$ cat config.mk
export PLATFORM = sky130hd
export DESIGN_NAME = crypto_sequencer
export DESIGN_NICKNAME = d
export VERILOG_FILES = /design/src/rtl/crypto_seq_pkg.sv /design/src/rtl/crypto_seq_counter.sv /design/src/rtl/crypto_sequencer.sv
export SDC_FILE = /design/constraint.sdc
export NUM_CORES = 1
export LEC_CHECK = 0
export CAP_MARGIN = 20
export CORE_AREA = 4 4 303 305
export DETAILED_ROUTE_END_ITERATION = 16
export DIE_AREA = 0 0 307 309
export HOLD_SLACK_MARGIN = 0.08
export PLACE_DENSITY_LB_ADDON = 0.15
export SYNTH_ARGS = -nofsm -noshare
export SYNTH_HDL_FRONTEND = slang
export SYNTH_HIERARCHICAL = 1
export SYNTH_SLANG_ARGS = --single-unit
$ cat constraint.sdc
create_clock -name crypt_clk -period 4.34 [get_ports crypt_clk]
set_clock_uncertainty 0.2 [all_clocks]
set_input_delay 0.868 -clock crypt_clk [delete_from_list [all_inputs] [get_ports crypt_clk]]
set_output_delay 0.868 -clock crypt_clk [all_outputs]
set_load 0.01 [all_outputs]
$ cat src/rtl/crypto_seq_pkg.sv
// crypto_seq_pkg: shared state encoding, counter width and default widths for the crypto sequencer
package crypto_seq_pkg;
  localparam int CNT_W = 16;
  localparam int TEXT_W = 128;
  localparam int KEY_W = 128;
  localparam int TIMEOUT_DEF = 1024;
  typedef enum logic [1:0] {IDLE, LOAD, WAIT_BUSY, RUN} state_e;
endpackage

$ cat src/rtl/crypto_seq_counter.sv
// crypto_seq_counter: 16-bit clear/enable/saturating counter with terminal-count compare
module crypto_seq_counter
  import crypto_seq_pkg::*;
#(
  parameter int unsigned LIMIT = 2**CNT_W - 1
) (
  input  logic             crypt_clk,
  input  logic             crypt_rstn,
  input  logic             clr_i,
  input  logic             en_i,
  output logic [CNT_W-1:0] cnt_o,
  output logic             tc_o
);
  logic [CNT_W-1:0] cnt_q, cnt_d;
  // clear wins over count; hold at all-ones instead of wrapping
  always_comb cnt_d = clr_i ? '0 : (en_i && cnt_q != '1) ? cnt_q + CNT_W'(1) : cnt_q;
  // count register
  always_ff @(posedge crypt_clk or negedge crypt_rstn)
    if (!crypt_rstn) cnt_q <= '0;
    else cnt_q <= cnt_d;
  assign cnt_o = cnt_q;
  assign tc_o = cnt_q == CNT_W'(LIMIT);
endmodule

$ cat src/rtl/crypto_sequencer.sv
// crypto_sequencer: start/load/busy/done handshake to an iterative cipher core; define CRYPTO_SEQ_CYCLE_COUNT_EN to report latency on cycles_o
module crypto_sequencer
  import crypto_seq_pkg::*;
#(
  parameter int TEXT_WIDTH = TEXT_W,
  parameter int KEY_WIDTH = KEY_W,
  parameter int TIMEOUT_CYCLES = TIMEOUT_DEF
) (
  input  logic                  crypt_clk,
  input  logic                  crypt_rstn,
  input  logic                  start_i,
  input  logic [KEY_WIDTH-1:0]  key_i,
  input  logic [TEXT_WIDTH-1:0] text_i,
  output logic                  ready_o,
  output logic                  done_o,
  output logic [TEXT_WIDTH-1:0] cipher_o,
  output logic                  timeout_o,
  output logic [CNT_W-1:0]      cycles_o,
  output logic                  core_load_o,
  output logic [KEY_WIDTH-1:0]  core_key_o,
  output logic [TEXT_WIDTH-1:0] core_text_o,
  input  logic                  core_busy_i,
  input  logic [TEXT_WIDTH-1:0] core_data_i,
  output logic                  trigger_o
);
  state_e state_q, state_d;
  logic start_q, start_d, ready_q, ready_d, done_q, done_d, timeout_q, timeout_d;
  logic load_q, load_d, trig_q, trig_d;
  logic [TEXT_WIDTH-1:0] cipher_q, cipher_d, text_q, text_d;
  logic [KEY_WIDTH-1:0] key_q, key_d;
  logic accept, active, finish, expire, to_tc;
  logic [CNT_W-1:0] to_cnt_unused;

  assign accept = state_q == IDLE && start_i && !start_q;
  assign active = state_q == WAIT_BUSY || state_q == RUN;
  assign finish = state_q == RUN && !core_busy_i;
  assign expire = active && !finish && to_tc;

  crypto_seq_counter #(.LIMIT(TIMEOUT_CYCLES - 1)) u_timeout (
    .crypt_clk (crypt_clk),
    .crypt_rstn(crypt_rstn),
    .clr_i     (accept),
    .en_i      (active),
    .cnt_o     (to_cnt_unused),
    .tc_o      (to_tc)
  );

  // next state and handshake outputs; completion takes priority over timeout
  always_comb begin
    state_d = state_q;
    case (state_q)
      IDLE:      state_d = accept ? LOAD : IDLE;
      LOAD:      state_d = WAIT_BUSY;
      WAIT_BUSY: state_d = expire ? IDLE : core_busy_i ? RUN : WAIT_BUSY;
      RUN:       state_d = (finish || expire) ? IDLE : RUN;
      default:   state_d = IDLE;
    endcase
    start_d = start_i;
    load_d = accept;
    trig_d = accept ? 1'b1 : (finish || expire) ? 1'b0 : trig_q;
    ready_d = accept ? 1'b0 : (finish || expire) ? 1'b1 : ready_q;
    done_d = accept ? 1'b0 : finish ? 1'b1 : done_q;
    timeout_d = accept ? 1'b0 : expire ? 1'b1 : timeout_q;
    cipher_d = finish ? core_data_i : cipher_q;
    key_d = accept ? key_i : key_q;
    text_d = accept ? text_i : text_q;
  end

  // state and output registers; start_q resets high so a held start is not a request
  always_ff @(posedge crypt_clk or negedge crypt_rstn)
    if (!crypt_rstn) begin
      state_q <= IDLE;
      start_q <= 1'b1;
      ready_q <= 1'b1;
      done_q <= 1'b0;
      timeout_q <= 1'b0;
      load_q <= 1'b0;
      trig_q <= 1'b0;
      cipher_q <= '0;
      key_q <= '0;
      text_q <= '0;
    end else begin
      state_q <= state_d;
      start_q <= start_d;
      ready_q <= ready_d;
      done_q <= done_d;
      timeout_q <= timeout_d;
      load_q <= load_d;
      trig_q <= trig_d;
      cipher_q <= cipher_d;
      key_q <= key_d;
      text_q <= text_d;
    end

`ifdef CRYPTO_SEQ_CYCLE_COUNT_EN
  logic [CNT_W-1:0] cyc_cnt, cycles_q, cycles_d;
  logic cyc_sat;

  crypto_seq_counter #(.LIMIT(2**CNT_W - 1)) u_cycles (
    .crypt_clk (crypt_clk),
    .crypt_rstn(crypt_rstn),
    .clr_i     (accept),
    .en_i      (state_q != IDLE),
    .cnt_o     (cyc_cnt),
    .tc_o      (cyc_sat)
  );

  // latch accept-to-completion edge count, including the completion edge itself
  always_comb cycles_d = finish ? cyc_cnt + CNT_W'(!cyc_sat) : cycles_q;
  // latency register, untouched on timeout
  always_ff @(posedge crypt_clk or negedge crypt_rstn)
    if (!crypt_rstn) cycles_q <= '0;
    else cycles_q <= cycles_d;
  assign cycles_o = cycles_q;
`else
  assign cycles_o = '0;
`endif

  assign ready_o = ready_q;
  assign done_o = done_q;
  assign cipher_o = cipher_q;
  assign timeout_o = timeout_q;
  assign core_load_o = load_q;
  assign core_key_o = key_q;
  assign core_text_o = text_q;
  assign trigger_o = trig_q;
endmodule

; After elaboration in Yosys (flattened, before gate mapping)
; Cells that the tools add are included.
[word_totals]
input_bits = 388
ff_bits = 408
output_inout_bits = 405
word_cells = 48
[op_classes]
addsub = 1
muxes = 15
n_eq_ne = 5
n_reduce_logical = 16
[ops]
columns = op, n
row1 = $mux W16, 2
row2 = $add A16 B1 Y16 const B, 1
row3 = $eq A16 B10 Y1 const B, 1
row4 = $ne A16 B16 Y1 const B, 1
row5 = $mux W1, 10
row6 = $pmux W2 S4, 1
row7 = $reduce_bool A2 Y1, 4
row8 = $logic_and A1 B1 Y1, 6
row9 = $eq A2 B2 Y1 const B, 2
row10 = $mux W2, 2
row11 = $logic_not A1 Y1, 3
row12 = $eq A2 B1 Y1 const B, 1
row13 = $logic_not A2 Y1, 1
row14 = $logic_or A1 B1 Y1, 2

; Depth between registers and ports, before layout
; Gate-level depths: netlist of run 1.
[logic_depth]
depth_word = 8
depth_mapped = 8
mapped_depth_nobuf = 6

; Cells and area by module
; The synthesis of run 1 kept the hierarchy.
[modules_own_cells]
columns = mod, area_each_um2, n_inst, seq_area_each_um2, cells_each
row1 = crypto_sequencer, 14752.9, 1, 9811.9, 852
row2 = crypto_seq_counter, 960.9, 1, 400.4, 97

; Worst setup path before layout of run 1
; Ideal clock, no wire load.
[synth_timing]
path_kind = input-to-reg
start = in start_i
end = reg u_timeout.cnt_q[0], in the netlist u_timeout/cnt_o[0]
t_required_ps = 4006
path_stages = 7
setup_ps = 134
path_buffers = 5
arrival_time_ps = 2203
setup_slack_ps = 1803
cell_sequence = nor4b_4 buf_4 buf_8 buf_6 clkbuf_1 clkbuf_1 nor2_1
[synth_between]
elab_chain_cells = 3
elab_cells_between_ends = 4
cone_classes = 1 x mux / 3 x reduce/logical
[synth_rtl]
columns = element, line_no
row1 = "start, declared", crypto_sequencer.sv:11  ; input logic start_i,
row2 = $logic_and A1 B1 Y1 * (2 in series), crypto_sequencer.sv:34  ; assign accept = state_q == IDLE && start_i && !start_q;
row3 = via accept, crypto_sequencer.sv:31  ; logic accept, active, finish, expire, to_tc;
row4 = $mux W16 / $reduce_bool A2 Y1 (equally long branches), -
row5 = "end signal, assigned", crypto_seq_counter.sv:20  ; else cnt_q <= cnt_d;
row6 = "end, declared", crypto_seq_counter.sv:14  ; logic [CNT_W-1:0] cnt_q, cnt_d;
; Mark *: on every way through the listed nets, which the timed path passes. The rest lies on a longest branch.
; A chain may end at the register's enable or synchronous reset.

; Final worst setup path of run 1
[layout_timing]
start = reg ready_q, in the netlist ready_o
end = out ready_o
[layout_lines]
columns = element, line_no
row1 = "start, declared", crypto_sequencer.sv:27  ; logic start_q, start_d, ready_q, ready_d, done_q, done_d, timeout_q, timeout_d;
row2 = "start signal, assigned", crypto_sequencer.sv:85  ; ready_q <= ready_d;
row3 = "end, declared", crypto_sequencer.sv:14  ; output logic ready_o,
; No word-level cell between the ends.

==> flow_summary.json, run 1 <==
{
  "drt_iter0_markers": 273,
  "yosysMostFrequentCell": "dfrtp_1",
  "start_util_pct": 17.6,
  "insertion_delay_ns": 0.57,
  "arrival_ns": 1.65,
  "status": "completed",
  "yosys.area_share.adder_pct": 0.0796,
  "ys_warn_count": 6,
  "final_max_slew_viol_count": 0,
  "reg2reg_depth": 4,
  "grt_pass1_wl_um": 84400,
  "synthMuxAreaShare_pct": 27.9,
  "peakVddDrop_mv": 0.307,
  "cts-root-buf": "clkbuf_16",
  "ios": 793,
  "rsz0062_at_grt": "false",
  "synth_top_family_by_area": "multiplexers",
  "setup_violations": 0,
  "max_freq_ghz": 0.367,
  "design_area_mm2": 0.0266,
  "r2r_end": "core_key_o[100]$_DFFE_PN0P_",
  "yosysTopAreaCell": "dfrtp_1",
  "max_stage_delay_ns": 0.55,
  "postRouteAntennaNets": 0,
  "rrSetupSlack_ns": 1.85,
  "routed_wl_um": 59200,
  "wl_per_cell_um": 19.9,
  "hold_class": "input port to async pin",
  "grt_max_degree": 102,
  "ys.flop_type": "dfrtp_1",
  "max_slew_margin_pct": 43.0,
  "fp-row-count": 110,
  "overflow": 0,
  "yosysSeqAreaShare_pct": 65.0,
  "crit_chain": "clkdlybuf4s50_1",
  "route.vias.total": 11027,
  "ys_async_sr_fraction_pct": 100,
  "die_h_um": 309,
  "clockBufferDepth": 3,
  "synth_area_mm2": 0.0157,
  "synth_common_cells": "dfrtp_1 (406), mux2_2 (277), mux2_1 (111)",
  "gp_congestion": 0.772,
  "synthToLayoutAreaGrowth_pct": 69.0,
  "core_mm2": 0.0893,
  "hold_violations": 0,
  "numPortBuffers": 776,
  "endpoint_kind": "output port",
  "ctsHtreeMaxLevel": 2,
  "vias_per_cell": 3.71,
  "period_needed_ns": 2.72,
  "ys_types": 46,
  "final_layout_size_suffix_gt1_share_pct": 22.6,
  "ctsHoldBuffers": 0,
  "slowest_stage": "clkdlybuf4s50_1",
  "layout.nets": 2145,
  "firstDrtPassIters": 4,
  "grt_pass1_vias": 12417,
  "synth_top_area_share_pct": 64.7,
  "r2r_start": "state_q[1]$_DFF_PN0_",
  "cp.required_ns": 3.27,
  "power.density_mw_per_mm2": 716,
  "critPathBufInv": 1,
  "cts_buffers": 52,
  "clkSinkCount": 408,
  "synth-edff-count": 0,
  "drv_cap": 0,
  "yosys.area_share.xor_xnor_pct": 0.0557,
  "leakage_nw": 10.8,
  "grt_usage_pct": 11.9,
  "die_area_mm2": 0.0949,
  "synth_cells": 949,
  "cp_max_fo": 2,
  "setup_tns_ns": 0,
  "fillers": 8984,
  "cts_setup_buffers": 0,
  "antenna_found_initial": 11,
  "place_area_mm2": 0.0248,
  "tritoncts": "yes",
  "crit_type": "flop to output port",
  "worst_setup_path_start_kind": "flop",
  "tightest_slew_ns": 0.855,
  "place_hpwl_um": 45300,
  "power_mw": 19.0,
  "synth_compound_area_share_pct": 1.34,
  "cts_resized": 0,
  "ys_seq_elements": 408,
  "syn_avg_cell_area_um2": 16.6,
  "die_x_um": 307,
  "clk_pin_slew_ns": 0.06,
  "period_share_pct": 62.7,
  "drc": 0,
  "path_delay_family": "buffers and inverters",
  "synth_area_leaders": "dfrtp_1 (65%), mux2_2 (20%), mux2_1 (8.0%)",
  "synth-simple-area-share_pct": 2.06
}
[layout by cell type, fill, tap and decap left out, types with 9 or more instances in the layout]
master and instances:
buf_4 18, clkbuf_16 53, clkbuf_8 16, clkdlybuf4s50_1 775
clkinv_2 9, conb_1 16, dfrtp_1 406, mux2_1 111
mux2_2 277, nor2_1 9
[power by group]
group	switching, mW	leakage (nW)	internal [mW]	total [mW]
Clock	1.71	0.881	2.73	4.44
Sequential	1.02	4.91	5.69	6.71
Combinational	3.05	5.05	4.82	7.86
[layout make-up]
| class | count | area (um2) | share of cell area (%) |
|---|---|---|---|
| Clock buffer | 75 | 1570 | 5.91 |
| Sequential cell | 408 | 10200 | 38.5 |
| Inverter | 6 | 22.5 | 0.0848 |
| Clock inverter | 17 | 199 | 0.749 |
| Tap cell | 1176 | 1470 | 5.54 |
| Timing Repair Buffer | 802 | 8070 | 30.4 |
| Multi-Input combinational cell | 486 | 5000 | 18.8 |
| Antenna cell | 5 | 12.5 | 0.0471 |
[how the worst max path moves through the flow]
stage	startpoint	end	slack (ns)	depth (start not counted)
4_1_cts	cipher_o[28]$_DFFE_PN0P_	cipher_o[28]	1.46	1
3_5_place_dp	start_i	core_key_o[100]$_DFFE_PN0P_	1.10	5
6_report	ready_o$_DFFE_PN1P_	ready_o	1.62	1
5_1_grt	cipher_o[28]$_DFFE_PN0P_	cipher_o[28]	1.44	1
3_3_place_gp	start_i	core_text_o[15]$_DFFE_PN0P_	1.17	5
2_1_floorplan	start_i	u_timeout/cnt_o[0]$_DFFE_PN0P_	1.80	7
[registers in the layout, indices dropped and copies added, names as in the netlist]
signal and count:
cipher_o 128, core_key_o 128, core_text_o 128, u_timeout/cnt_o 16, state_q 2, core_load_o 1
done_o 1, ready_o 1, start_q 1, timeout_o 1, trigger_o 1
[per-layer routing]
layer	routed length (um)	vias to the layer above	track usage, %	share of wire [%]
met5	32	-	0	0.054
met4	1460	6	3.60	2.5
met3	6360	78	5.45	11
met2	30900	499	21.7	52
met1	20500	5482	12.1	35
li1	-	4962	-	-
[logic make-up after synthesis]
group                    after synthesis
AO/OA/AOI/OAI                         28
XOR/XNOR                               1
flip-flops                           408
adder cells (fa/ha/maj)                1
AND/OR/NAND/NOR                       50
other                                  1
buffers and inverters                 70
multiplexers                         390
[stage by stage]
step	setup WS, ns	util, %	instances	hold WS (ns)
after global routing	1.44	29.7	2975	0.176
after detailed placement	1.10	27.7	2878	0.274
after CTS	1.46	29.7	2970	0.134
after floorplan	1.80	-	964	0.314
final	1.62	29.7	2975	0.138
after global placement	1.17	27.7	2878	0.267
(Power assumes the default switching activity.)
==> run 2: changes to the inputs <==
CORE_AREA = 4 4 305 307   (was 4 4 303 305)
DIE_AREA = 0 0 309 311   (was 0 0 307 309)
clock period = 2.6 ns   (was 4.34 ns; I/O delays follow)
==> flow_summary.json, run 2 (synthesized netlist as in run 1, its figures left out) <==
{
  "rsz0062_at_grt": "false",
  "max_stage_delay_ns": 0.55,
  "layout_commonest_cell": "clkdlybuf4s50_1",
  "max_slew_margin_pct": 65.2,
  "clockBufferDepth": 3,
  "hold_ws_ns": 0.187,
  "tightest_slew_ns": 0.522,
  "grtUsageMet3_pct": 5.66,
  "worst_setup_path_start_kind": "flop",
  "ctsHtreeMaxLevel": 2,
  "gp_congestion": 0.737,
  "clk_pin_slew_ns": 0.06,
  "place_ws_ns": 0.0431,
  "endpoint_kind": "output port",
  "route.vias.total": 11031,
  "peakVddDrop_mv": 0.577,
  "die_area_mm2": 0.0961,
  "slowest_stage": "clkdlybuf4s50_1",
  "layout_common_cells": "clkdlybuf4s50_1 (775), dfrtp_1 (406), mux2_2 (277)",
  "power_mw": 31.5,
  "period_needed_ns": 2.38,
  "fp-row-count": 110,
  "max_freq_ghz": 0.420,
  "place_hpwl_um": 45600,
  "crit_type": "flop to output port",
  "met2_usage_pct": 21.8,
  "grt_busiest_layer": "met2",
  "setup_violations": 0,
  "antenna_found_initial": 8,
  "critPathBufInv": 1,
  "drc": 0,
  "crit_chain": "clkdlybuf4s50_1",
  "leakage_nw": 10.9,
  "final_max_slew_viol_count": 0,
  "firstDrtPassIters": 4,
  "wl_per_cell_um": 19.6,
  "numPortBuffers": 776,
  "cts_buffers": 52,
  "core_mm2": 0.0900,
  "ios": 793,
  "postRouteAntennaNets": 0,
  "insertion_delay_ns": 0.58,
  "hold_class": "input port to flop",
  "stdcell_count": 2992,
  "use_met1_pct": 11.8,
  "final_layout_size_suffix_gt1_share_pct": 23.1,
  "tritoncts": "yes",
  "synthToLayoutAreaGrowth_pct": 70.1,
  "cts-root-buf": "clkbuf_16",
  "grt_max_degree": 51,
  "overflow": 0,
  "power.density_mw_per_mm2": 1180,
  "start_util_pct": 17.5,
  "grt_usage_pct": 11.8,
  "die_x_um": 309,
  "arrival_ns": 1.66,
  "cp_max_fo": 2,
  "hold_violations": 0,
  "period_share_pct": 91.6,
  "postLayoutSetupSlackWorst_ns": 0.219,
  "setup_tns_ns": 0,
  "drv_cap": 0,
  "cts_resized": 0,
  "ctsHoldBuffers": 1,
  "clkSinkCount": 408,
  "status": "completed",
  "grt_pass1_wl_um": 85800,
  "vias_per_cell": 3.69,
  "path_delay_family": "buffers and inverters",
  "place_inst": 2895,
  "grt_pass1_vias": 12511,
  "cp.required_ns": 1.88,
  "die_h_um": 311,
  "routed_wl_um": 58700,
  "cts_setup_buffers": 0,
  "drt_iter0_markers": 352,
  "layout.nets": 2163
}
run 2: changes by cell type in the layout (fill, tap and decap cells not counted), sizes merged:
cell,previous run,this run
diode,5,4
bufinv,4,1
buf,27,44
dlygate4sd3,0,1
inv,9,8
clkinv,9,11
clkbuf,75,77
run 2: layout make-up:
class / instances / area [um2]
Tap cell: 1176 / 1470
Inverter: 6 / 22.5
Clock inverter: 15 / 114
Timing Repair Buffer: 820 / 8330
Antenna cell: 4 / 10.0
Multi-Input combinational cell: 486 / 5000
Clock buffer: 77 / 1560
Sequential cell: 408 / 10200
Fill cell: 9176 / 63300
run 2: layer usage:
layer / part of all wire, % / vias up
li1: - / 4996
met1: 34 / 5444
met3: 11 / 88
met4: 2.2 / 6
met2: 52 / 497
met5: 0.078 / -
run 2: worst paths after layout:
check	cells after the start	to	slack, ns	startpoint
max reg2reg	6	trigger_o$_DFFE_PN0P_	0.42	u_timeout/cnt_o[0]$_DFFE_PN0P_
min reg2reg	1	core_key_o[115]$_DFFE_PN0P_	0.28	core_key_o[115]$_DFFE_PN0P_
min in group asynchronous	2	core_key_o[83]$_DFFE_PN0P_	0.29	crypt_rstn
max in group asynchronous	3	core_key_o[114]$_DFFE_PN0P_	1.18	crypt_rstn
max	1	ready_o	0.22	ready_o$_DFFE_PN1P_
min	1	start_q$_DFF_PN1_	0.19	start_i
run 2: per-stage QoR:
step | instance area (um2) | util, %
2_1_floorplan | 15800 | -
3_3_place_gp | 25000 | 27.8
3_5_place_dp | 25000 | 27.8
4_1_cts | 26700 | 29.7
5_1_grt | 26700 | 29.7
6_report | 26700 | 29.7
run 2: where the power goes:
part / internal, mW / total (mW) / switching (mW)
registers: 9.50 / 11.2 / 1.68
logic: 8.16 / 13.2 / 5.07
clock network: 4.21 / 7.06 / 2.84
